**config.mk**
```make
export PLATFORM = sky130hd
export DESIGN_NAME = math_subtractor_multiword_seq
export DESIGN_NICKNAME = d
export VERILOG_FILES = /design/src/rtl/math_seq_pkg.sv /design/src/rtl/math_subtractor_ripple_carry.sv /design/src/rtl/math_subtractor_multiword_seq.sv
export SDC_FILE = /design/constraint.sdc
export NUM_CORES = 1
export LEC_CHECK = 0
export ABC_AREA = 1
export CORE_ASPECT_RATIO = 0.7
export CORE_MARGIN = 1
export CORE_UTILIZATION = 45
export DETAILED_ROUTE_END_ITERATION = 16
export PLACE_DENSITY = 0.75
export SYNTH_ARGS = -nofsm -noshare
export SYNTH_HDL_FRONTEND = slang
export SYNTH_SLANG_ARGS = --single-unit
```
**constraint.sdc**
```tcl
create_clock -name i_clk -period 5.2 [get_ports i_clk]
set_input_delay 0.52 -clock i_clk [delete_from_list [all_inputs] [get_ports i_clk]]
set_output_delay 0.52 -clock i_clk [all_outputs]
set_load 0.02 [all_outputs]
```
**src/rtl/math_seq_pkg.sv**
```systemverilog
// Shared types and helpers for the sequenced (chunk-serial) math blocks.
package math_seq_pkg;

    typedef enum logic [1:0] {
        IDLE = 2'd0,
        RUN  = 2'd1,
        DONE = 2'd2
    } subseq_state_t;

    // Counter width for a chunk index; never narrower than one bit.
    function automatic int cnt_width(input int chunks);
        return (chunks > 1) ? $clog2(chunks) : 1;
    endfunction

endpackage

```
**src/rtl/math_subtractor_ripple_carry.sv**
```systemverilog
// N-bit ripple-borrow subtractor: difference = a - b - borrow_in, purely combinational.
module math_subtractor_ripple_carry #(
    parameter int N = 8
) (
    input  logic [N-1:0] a,
    input  logic [N-1:0] b,
    input  logic         borrow_in,
    output logic [N-1:0] difference,
    output logic         borrow_out
);

    logic borrow;

    // NOTE: every variable written here gets a value on every path (defaults first),
    // so no latch can be inferred.
    always_comb begin
        borrow     = borrow_in;
        difference = '0;
        for (int i = 0; i < N; i++) begin
            difference[i] = a[i] ^ b[i] ^ borrow;
            borrow        = (~a[i] & (b[i] | borrow)) | (b[i] & borrow);
        end
        borrow_out = borrow;
    end

endmodule

```
**src/rtl/math_subtractor_multiword_seq.sv**
```systemverilog
// Multi-precision subtractor that reuses one N-bit ripple subtractor, one chunk per
// cycle LSB first, with the inter-chunk borrow held in a register.
module math_subtractor_multiword_seq
    import math_seq_pkg::*;
#(
    parameter  int N      = 8,
    parameter  int CHUNKS = 4,
    localparam int W      = N * CHUNKS
) (
    input  logic         i_clk,
    input  logic         i_rst_n,
    input  logic         i_valid,
    output logic         o_ready,
    input  logic [W-1:0] i_a,
    input  logic [W-1:0] i_b,
    input  logic         i_borrow_in,
    output logic         o_valid,
    input  logic         i_ready,
    output logic [W-1:0] o_difference,
    output logic         o_borrow_out,
    output logic         o_zero,
    output logic         o_busy
);

    localparam int            CW   = cnt_width(CHUNKS);
    localparam logic [CW-1:0] LAST = CW'(CHUNKS - 1);

    subseq_state_t state;
    logic [CW-1:0] cnt;
    logic [W-1:0]  a_reg;
    logic [W-1:0]  b_reg;
    logic          borrow_reg;
    logic          zero_acc;

    logic [N-1:0]  chunk_a;
    logic [N-1:0]  chunk_b;
    logic [N-1:0]  chunk_diff;
    logic          chunk_borrow;
    logic          chunk_zero;

    // Select the operand chunk addressed by the counter.
    always_comb begin
        chunk_a = '0;
        chunk_b = '0;
        for (int i = 0; i < CHUNKS; i++) begin
            if (cnt == CW'(i)) begin
                chunk_a = a_reg[i*N +: N];
                chunk_b = b_reg[i*N +: N];
            end
        end
    end

    math_subtractor_ripple_carry #(.N(N)) u_sub (
        .a          (chunk_a),
        .b          (chunk_b),
        .borrow_in  (borrow_reg),
        .difference (chunk_diff),
        .borrow_out (chunk_borrow)
    );

    assign chunk_zero = (chunk_diff == '0);

    // Handshake flags come straight from the state register: no input-to-output path.
    assign o_ready = (state == IDLE);
    assign o_valid = (state == DONE);
    assign o_busy  = (state != IDLE);

    // NOTE: all state uses non-blocking assignments so every register samples
    // pre-edge values, independent of statement order.
    always_ff @(posedge i_clk) begin
        if (!i_rst_n) begin
            // NOTE: the operand registers are reset too; an aborted operation must
            // leave no residue behind, and these are plain flops, not a RAM.
            state        <= IDLE;
            cnt          <= '0;
            a_reg        <= '0;
            b_reg        <= '0;
            borrow_reg   <= 1'b0;
            zero_acc     <= 1'b0;
            o_difference <= '0;
            o_borrow_out <= 1'b0;
            o_zero       <= 1'b0;
        end else begin
            case (state)
                IDLE: begin
                    if (i_valid && o_ready) begin
                        a_reg      <= i_a;
                        b_reg      <= i_b;
                        borrow_reg <= i_borrow_in;
                        cnt        <= '0;
                        zero_acc   <= 1'b1;
                        state      <= RUN;
                    end
                end
                RUN: begin
                    for (int i = 0; i < CHUNKS; i++) begin
                        if (cnt == CW'(i)) o_difference[i*N +: N] <= chunk_diff;
                    end
                    borrow_reg <= chunk_borrow;
                    zero_acc   <= zero_acc & chunk_zero;
                    if (cnt == LAST) begin
                        o_borrow_out <= chunk_borrow;
                        o_zero       <= zero_acc & chunk_zero;
                        state        <= DONE;
                    end else begin
                        cnt <= cnt + 1'b1;
                    end
                end
                DONE: begin
                    if (i_ready) state <= IDLE;
                end
                default: state <= IDLE;
            endcase
        end
    end

endmodule
```
==> flow_summary.json <==
{
  "place_ws_ps": 280,
  "ys_types": 24,
  "via_per_inst": 5.19,
  "hold_violations": 0,
  "ios": 106,
  "clkTransAtPathRegs_ps": 70,
  "synth-edff-count": 0,
  "post-route-min-period_ps": 5000,
  "post_dp_cell_area_um2": 5600,
  "wl_per_cell_um": 14.8,
  "grt_usage_pct": 24.7,
  "fin_crit_sh_pct": 96.2,
  "cellLeakagePower_nw": 2.53,
  "grt-ovfl-total": 0,
  "layout.nets": 785,
  "io_buffers": 105,
  "r2r_slack_ps": 200,
  "routed_wl_mm": 12.4,
  "powerDensity_nw_per_um2": 367,
  "grt_pass1_vias": 4116,
  "synth_nets": 695,
  "synth_most_common_cell": "nor2_1",
  "end_kind": "register",
  "fin_worst_skew_ps": 8.94,
  "post-dp-hpwl_mm": 8.89,
  "final-seq-area_um2": 2080,
  "hold_slack_ps": 493,
  "cts_buffer_depth": 2,
  "synth_ff_type": "dfxtp_1",
  "drive_gt1_share_pct": 5.50,
  "dieWidth_um": 122,
  "synth_seq_area_share_pct": 46.0,
  "vias": 4347,
  "drt_iter0_markers": 328,
  "cts_resized": 0,
  "worst_slew_pin_slew_ps": 982,
  "htree_levels": 3,
  "crit_arrival_ps": 5290,
  "yosys_warnings": 0,
  "max_freq_mhz": 200,
  "first_pass_iters": 8,
  "multi_input_area_um2": 2120,
  "area_growth_pct": 31.3,
  "setup_viol": 0,
  "netlist_top_cells_area": "dfxtp_1, nor2_1, o21ai_0, fa_1, nand2_1",
  "layout.cells.non_filler": 837,
  "fin_util_pct": 61.1,
  "rsz0062_at_grt": "false",
  "power.total_mw": 2.18,
  "async_flop_share_pct": 0,
  "antenna_cells": 0,
  "drcViolationCount": 0,
  "syn-instance-count": 614,
  "dieArea_um2": 10500,
  "path_max_fanout": 10,
  "ant_nets": 0,
  "setup_tns_ps": 0,
  "placed_cells": 821,
  "worst_slack_ps": 200,
  "yosysTopAreaCell": "dfxtp_1",
  "ir_drop_mv": 0.200,
  "cts_buffers": 9,
  "grt_antenna_before_repair": 0,
  "place_congestion": 0.889,
  "cts_sinks": 104,
  "final-max-slew-violation-count": 0,
  "rows": 30,
  "grt_start_max_net_pins": 103,
  "num-fill-cells": 876,
  "cts_tree": "done",
  "criticalPathCategory": "reg2reg",
  "crit_path_start_kind": "register",
  "synth_common_cells": "nor2_1, dfxtp_1, o21ai_0",
  "syn_area_um2": 4520,
  "coreArea_um2": 9720,
  "root_buffer": "clkbuf_16",
  "synth-seq-cells": 104,
  "outcome": "finished clean",
  "clk_latency_ps": 350,
  "worstHoldPathType": "reg2reg",
  "syn_avg_cell_area_um2": 7.37,
  "grt_pass1_wl_mm": 19.9,
  "finalInstanceArea_um2": 5940,
  "hold_buffers": 0,
  "cap_violations": 0,
  "post_cts_buffers": 0,
  "die_h_um": 85.9,
  "synth_top_area_share_pct": 46.0,
  "slew_headroom_pct": 34.5,
  "initial_core_util_pct": 46.5,
  "cp.required_ps": 5490
}
## critical path, stage by stage, from the launching register on
cell	delay (ps)
dfxtp_1	350
inv_1	120
ha_1	370
nand3_1	130
nand2_1	80
a22oi_1	90
fa_1	470
fa_1	400
fa_1	400
fa_1	400
fa_1	390
fa_1	390
fa_1	370
inv_1	80
fa_1	500
nor2_1	140
nand3_1	120
a21oi_1	150
## cell usage in the layout (no fill, tap or decap)
master,synthesis,layout
buf_4,8,10
nand3_1,17,17
buf_2,6,1
a21o_1,6,6
bufinv_16,0,2
a21boi_0,1,1
fa_1,8,8
clkinv_1,1,1
or2_2,1,1
clkinv_4,0,1
inv_6,0,2
clkdlybuf4s50_1,0,104
o21ai_0,76,76
dfxtp_1,104,104
clkbuf_16,0,9
nor2_1,220,220
a21oi_1,25,25
inv_2,4,4
inv_1,25,25
ha_1,4,4
a22oi_1,7,7
nand2_1,42,42
nand2_4,2,2
o21ai_1,30,30
nor2_4,5,5
clkbuf_8,0,2
## per-layer routing
layer | wire (µm) | GRT usage [%] | up-vias
met5 | 0 | 0 | -
met4 | 193 | 6.96 | 0
met3 | 864 | 5.59 | 21
met2 | 5540 | 39.6 | 163
met1 | 5770 | 33.5 | 2015
li1 | - | - | 2148
## logic make-up (layout without fill, tap and decap cells)
logic type / count (synthesis) / count (layout) / synth area share (%)
AND/OR/NAND/NOR: 287 / 287 / 25.5
AO/OA/AOI/OAI: 145 / 145 / 16.8
flip-flops: 104 / 104 / 46.0
buffers and inverters: 66 / 161 / 7.02
adder cells (fa/ha/maj): 12 / 12 / 4.65
## where the power goes
part	leakage, nW	total, mW	internal (mW)	switching, mW
logic	1.51	0.523	0.203	0.320
clock network	0.167	0.756	0.452	0.304
registers	0.856	0.899	0.858	0.0406
## area by class of cell
class | count | share of cell area, %
repair buffers | 115 | 18.9
flip-flops and latches | 104 | 35.1
clock buffers | 11 | 4.26
multi-input cells | 444 | 35.8
well taps | 128 | 2.70
clock inverters | 5 | 1.45
inverters | 30 | 1.90
## path summary, 6_finish.rpt
check | from | cells after the start | endpoint
min reg2reg | b_reg[22]$_SDFFE_PN0P_ | 2 | b_reg[22]$_SDFFE_PN0P_
max | cnt[0]$_SDFFE_PN0P_ | 17 | zero_acc$_SDFFE_PN0P_
max reg2reg | cnt[0]$_SDFFE_PN0P_ | 17 | zero_acc$_SDFFE_PN0P_
min | b_reg[22]$_SDFFE_PN0P_ | 2 | b_reg[22]$_SDFFE_PN0P_
(Power assumes the default switching activity.)
